### src/rtl/neuron_param_loader.sv
// Framed byte-stream loader for the LIF neuron's weights, decay shift and
// threshold. Bytes land in shadow registers; the active outputs are only
// rewritten in a single cycle once a whole frame has arrived, so the neuron
// never observes a mix of old and new parameters.
//
// state      | meaning
// -----------+-----------------------------------------------------------
// ST_SYNC    | waiting for the sync byte; other bytes flag frame_error
// ST_WEIGHTS | collecting weight bytes, least-significant byte first
// ST_SHIFT   | next byte carries the decay shift in bits 2:0
// ST_THRESH  | next byte carries the threshold (saturated if too wide)
// ST_COMMIT  | one cycle, in_ready low; shadow copied to active outputs
module neuron_param_loader #(
  parameter int          SYNAPSES       = 32,
  parameter int          THRESHOLD_BITS = $clog2(SYNAPSES) + 1,
  parameter logic [7:0]  SYNC_BYTE      = 8'hA5
) (
  input  logic                      clk,
  input  logic                      rst_n,
  input  logic [7:0]                in_data,
  input  logic                      in_valid,
  output logic                      in_ready,
  input  logic                      frame_abort,
  input  logic                      clear_error,
  output logic [SYNAPSES-1:0]       weights,
  output logic [2:0]                shift,
  output logic [THRESHOLD_BITS-1:0] threshold,
  output logic                      param_loaded,
  output logic                      frame_error
);

  localparam int W_BYTES = SYNAPSES / 8;
  localparam int CNT_W   = (W_BYTES > 1) ? $clog2(W_BYTES) : 1;
  localparam logic [CNT_W-1:0] LAST_IDX = CNT_W'(W_BYTES - 1);

  typedef enum logic [2:0] {
    ST_SYNC,
    ST_WEIGHTS,
    ST_SHIFT,
    ST_THRESH,
    ST_COMMIT
  } state_t;

  state_t                    state;
  state_t                    state_nxt;
  logic [CNT_W-1:0]          cnt;
  logic [SYNAPSES-1:0]       shadow_w;
  logic [2:0]                shadow_s;
  logic [THRESHOLD_BITS-1:0] shadow_t;
  logic [THRESHOLD_BITS-1:0] thr_conv;
  logic                      accept;
  logic                      abort_now;

  // in_ready is held low while in reset as well as during the commit cycle.
  assign in_ready  = rst_n && (state != ST_COMMIT);
  assign abort_now = frame_abort && (state != ST_COMMIT);
  assign accept    = in_valid && in_ready && !frame_abort;

  // Map the threshold byte onto the threshold width: zero-extend or saturate.
  always_comb begin
    thr_conv = THRESHOLD_BITS'(in_data);
    if (THRESHOLD_BITS < 8) begin
      if (int'(in_data) >= (1 << THRESHOLD_BITS)) thr_conv = '1;
    end
  end

  // State register.
  always_ff @(posedge clk or negedge rst_n) begin
    if (!rst_n) state <= ST_SYNC;
    else        state <= state_nxt;
  end

  // Next-state logic; abort returns to SYNC from any state but COMMIT.
  always_comb begin
    state_nxt = state;
    case (state)
      ST_SYNC: begin
        if (accept && (in_data == SYNC_BYTE)) state_nxt = ST_WEIGHTS;
      end
      ST_WEIGHTS: begin
        if (abort_now)                         state_nxt = ST_SYNC;
        else if (accept && (cnt == LAST_IDX))  state_nxt = ST_SHIFT;
      end
      ST_SHIFT: begin
        if (abort_now)   state_nxt = ST_SYNC;
        else if (accept) state_nxt = ST_THRESH;
      end
      ST_THRESH: begin
        if (abort_now)   state_nxt = ST_SYNC;
        else if (accept) state_nxt = ST_COMMIT;
      end
      ST_COMMIT: state_nxt = ST_SYNC;
      default:   state_nxt = ST_SYNC;
    endcase
  end

  // Shadow capture, atomic commit, load pulse and sticky sync error.
  always_ff @(posedge clk or negedge rst_n) begin
    if (!rst_n) begin
      cnt          <= '0;
      shadow_w     <= '0;
      shadow_s     <= '0;
      shadow_t     <= '0;
      weights      <= '0;
      shift        <= '0;
      threshold    <= '1;
      param_loaded <= 1'b0;
      frame_error  <= 1'b0;
    end else begin
      param_loaded <= (state == ST_COMMIT);
      if (state == ST_COMMIT) begin
        weights   <= shadow_w;
        shift     <= shadow_s;
        threshold <= shadow_t;
      end

      if (abort_now) begin
        cnt <= '0;
      end else if (accept) begin
        case (state)
          ST_SYNC: cnt <= '0;
          ST_WEIGHTS: begin
            shadow_w[{cnt, 3'b000} +: 8] <= in_data;
            cnt <= (cnt == LAST_IDX) ? '0 : cnt + 1'b1;
          end
          ST_SHIFT:  shadow_s <= in_data[2:0];
          ST_THRESH: shadow_t <= thr_conv;
          default: ;
        endcase
      end

      if (accept && (state == ST_SYNC) && (in_data != SYNC_BYTE)) frame_error <= 1'b1;
      else if (clear_error)                                         frame_error <= 1'b0;
    end
  end

endmodule

### config.mk
export PLATFORM = sky130hd
export DESIGN_NAME = neuron_param_loader
export DESIGN_NICKNAME = d
export VERILOG_FILES = /design/src/rtl/neuron_param_loader.sv
export SDC_FILE = /design/constraint.sdc
export NUM_CORES = 1
export LEC_CHECK = 0
export ABC_AREA = 1
export CAP_MARGIN = 20
export CORE_MARGIN = 10
export CORE_UTILIZATION = 28
export DETAILED_ROUTE_END_ITERATION = 12
export GPL_ROUTABILITY_DRIVEN = 0
export GPL_TIMING_DRIVEN = 0
export HOLD_SLACK_MARGIN = 0.1
export SYNTH_ARGS = -nofsm -noshare
export SYNTH_HDL_FRONTEND = slang
export SYNTH_SLANG_ARGS = --single-unit
### constraint.sdc
create_clock -name clk -period 2.8 [get_ports clk]
set_input_delay 0.56 -clock clk [delete_from_list [all_inputs] [get_ports clk]]
set_output_delay 0.56 -clock clk [all_outputs]
set_load 0.01 [all_outputs]
==> flow_metrics.py, run 1 <==
metrics = {
    "outcome": {
        "status": "finished clean",
    },
    "clock_tree": {
        "root_buffer": "clkbuf_16",
        "clockBufferDepth": 2,
        "cts_buffers": 9,
        "clock-sinks": 89,
        "ctsHoldBuffers": 0,
        "post_cts_buffers": 0,
        "clkTransAtPathRegs_ns": 0.06,
        "cts_tree": "yes",
        "ctsResizeCount": 0,
        "clock_latency_ns": 0.34,
        "cts-htree-levels": 3,
    },
    "placed_design": {
        "placed_cell_area_mm2": 0.00467,
        "hpwl_um": 7120,
        "port_buffers": 56,
        "dp_cells": 654,
        "pre_cts_slack_ns": 0.228,
    },
    "logic_synthesis": {
        "synthesis.instances": 421,
        "synth_nets": 439,
        "synth_seq_cells": 89,
        "syn_area_mm2": 0.00387,
        "synth.area.top_cells": "dfrtp_1 (54%), o21ai_0 (11%), nand2_1 (8.4%), inv_1 (6.6%), nand3_1 (4.7%)",
        "yosys.area.top_type": "dfrtp_1",
        "ys_warn_count": 0,
        "syn_avg_cell_area_um2": 9.19,
        "ys_seq_area_share_pct": 57.8,
        "synth_top_area_share_pct": 53.7,
        "yosys.cell_types.count": 26,
    },
    "timing": {
        "rsz0062_at_grt": "no",
        "fin_crit_ns": 2.53,
        "timing.final.crit_share_pct": 90.2,
        "max_freq_mhz": 396,
        "hold_viol": 0,
        "setup_viol": 0,
        "finalSetupTns_ns": 0,
        "fin_ws_ns": 0.274,
        "tightest_slew_ns": 0.826,
        "holdWs_ns": 0.119,
        "finClkSkew_ns": 0.00782,
        "final-max-slew-violation-count": 0,
        "slew_headroom_pct": 44.5,
    },
    "worst_setup_path": {
        "cp.depth": 5,
        "regToRegStartpoint": "cnt[0]$_DFFE_PN0P_",
        "r2r-end": "shadow_w[6]$_DFFE_PN0P_",
        "worstSetupPathType": "in -> out",
        "arrival_ns": 1.97,
        "r2r_cells": 6,
        "crit_buf_inv": 4,
        "crit_chain": "buf_4 > buf_16 > nand2_4 > inv_1 > clkdlybuf4s50_1",
        "cp.required_ns": 2.24,
        "crit_path_max_fanout": 70,
        "slowest_delay_ns": 0.54,
        "worst_path_max_delay_cell": "clkdlybuf4s50_1",
        "critical_path.top_delay_family": "buffers and inverters",
        "r2r_setup_slack_ns": 0.42,
        "cp-end-kind": "output port",
        "start_kind": "primary input",
    },
    "grt": {
        "met2_usage_pct": 16.4,
        "busiest_layer": "met2",
        "grt_pass1_wl_um": 15500,
        "gr-total-overflow": 0,
        "grt_pass1_vias": 3006,
        "grt_max_degree": 71,
        "grt_usage_pct": 10.6,
        "antenna_found_initial": 0,
        "grt_util_met1_pct": 13.1,
        "grtUsageMet3_pct": 4.26,
    },
    "layout": {
        "finalInstanceArea_mm2": 0.00497,
        "syn_to_final_growth_pct": 28.4,
        "instances_no_fill": 670,
        "drive_gt1_share_pct": 9.31,
        "nets": 507,
        "utilization_pct": 37.1,
        "diodes": 0,
    },
    "die": {
        "core_area_mm2": 0.0134,
        "die_h_um": 138,
        "dieWidth_um": 138,
        "start_util_pct": 28.9,
        "placementRows": 42,
        "dieArea_mm2": 0.0189,
        "io_pins": 57,
    },
    "power_and_ir_drop": {
        "p_total_mw": 4.52,
        "pwr-share-comb_pct": 31.6,
        "sw_frac_of_total_pct": 32.4,
        "peakVddDrop_v": 0.000290,
        "p_switching_mw": 1.46,
        "clkPwrFrac_pct": 25.9,
        "pwr-share-seq_pct": 42.6,
        "intPower_mw": 3.05,
        "leakagePower_nw": 2.41,
        "powerDensity_mw_per_mm2": 910,
    },
    "drt": {
        "final_antenna_net_count": 0,
        "wirelength_um": 9480,
        "first_pass_iters": 4,
        "drt_iter0_markers": 237,
        "viasPerCell": 4.38,
        "drc": 0,
        "wl_per_cell_um": 14.1,
        "vias": 2935,
    },
    "flow_run": {
        "maxCapViolCount": 0,
    },
    "hold_path": {
        "hold_path_class": "in -> async",
    },
}
-- cells in the final DEF, fill, tap and decap left out, types with 4 or more instances in the layout --
| master | count |
|---|---|
| clkbuf_1 | 9 |
| buf_4 | 4 |
| inv_1 | 68 |
| ha_1 | 5 |
| nor2_1 | 11 |
| nand2_1 | 87 |
| nand3_1 | 36 |
| nor2_8 | 4 |
| o21ai_1 | 4 |
| clkdlybuf4s50_1 | 55 |
| o21ai_0 | 83 |
| clkbuf_16 | 9 |
| dfrtp_1 | 83 |
| dfstp_2 | 6 |
-- final cells by class --
cell class / count / area, um^2
sequential: 89 / 2230
clock inverter: 3 / 23.8
timing repair buffer: 57 / 586
buffer: 15 / 95.1
multi-input combinational: 247 / 1280
clock buffer: 13 / 270
inverter: 70 / 263
fill: 1346 / 8430
tap: 176 / 220
-- power groups by stage --
stage / registers, mW / clock network [mW] / logic, mW
after floorplan: 2.03 / 0 / 0.643
after global placement: 1.94 / 0 / 1.41
after detailed placement: 1.95 / 0 / 1.45
after CTS: 1.93 / 1.19 / 1.46
after global routing: 1.97 / 1.26 / 1.61
final: 1.92 / 1.17 / 1.43
-- routing by layer --
metal | up-vias | wire length [um]
li1 | 1471 | -
met1 | 1385 | 4280
met2 | 65 | 4470
met3 | 14 | 596
met4 | 0 | 136
met5 | - | 0
-- synthesized netlist by cell type --
library cell   n
nor3_1         2
dfstp_2        6
nand2_4        2
nor2_2         3
o21ai_0       83
nand4_1        3
buf_6          2
nand2_8        1
ha_1           5
o21bai_1       1
dfrtp_1       83
nor2_1        11
o21ai_2        2
buf_8          1
nor2_8         4
clkbuf_1       8
inv_2          2
nor2_4         1
inv_1         68
nand3_4        1
nand2_1       87
buf_4          3
o22ai_1        1
o21ai_1        4
buf_2          1
nand3_1       36
-- worst max-delay path by stage --
stage / startpoint / endpoint / slack [ns]
2_1_floorplan: cnt[0]$_DFFE_PN0P_ / shadow_w[6]$_DFFE_PN0P_ / 0.85
5_1_grt: rst_n / in_ready / 0.14
4_1_cts: rst_n / in_ready / 0.23
3_5_place_dp: rst_n / in_ready / 0.23
3_3_place_gp: rst_n / in_ready / -2.60
6_report: rst_n / in_ready / 0.27
-- registers in the layout, indices dropped and copies added, names as in the netlist --
register	cells
shadow_t	6
weights	32
threshold	6
shadow_w	32
frame_error	1
cnt	2
shift	3
param_loaded	1
shadow_s	3
state	3
-- worst reg2reg max path, stage by stage (launching register included) --
cell and delay, ns:
dfrtp_1 0.45, clkbuf_1 0.35, inv_1 0.16, ha_1 0.38, nor3_1 0.70, nand3_1 0.20
o21ai_2 0.09
-- logic make-up (layout without fill, tap and decap cells) --
group | Yosys count | count (layout) | synth area share [%]
simple gates | 151 | 151 | 19.3
compound gates | 91 | 91 | 12.1
flops | 89 | 89 | 57.8
buf+inv | 85 | 158 | 9.25
fa+ha+maj | 5 | 5 | 1.62
(Power assumes the default switching activity.)
==> run 2, diff against run 1 <==
--- a/config.mk
+++ b/config.mk
@@ -10,7 +10,7 @@
 export CORE_MARGIN = 10
 export CORE_UTILIZATION = 28
 export DETAILED_ROUTE_END_ITERATION = 12
-export GPL_ROUTABILITY_DRIVEN = 0
+export GPL_ROUTABILITY_DRIVEN = 1
 export GPL_TIMING_DRIVEN = 0
 export HOLD_SLACK_MARGIN = 0.1
 export SYNTH_ARGS = -nofsm -noshare
==> results of run 2 <==
The final DEF is identical to that of run 1; final timing and power are the same.
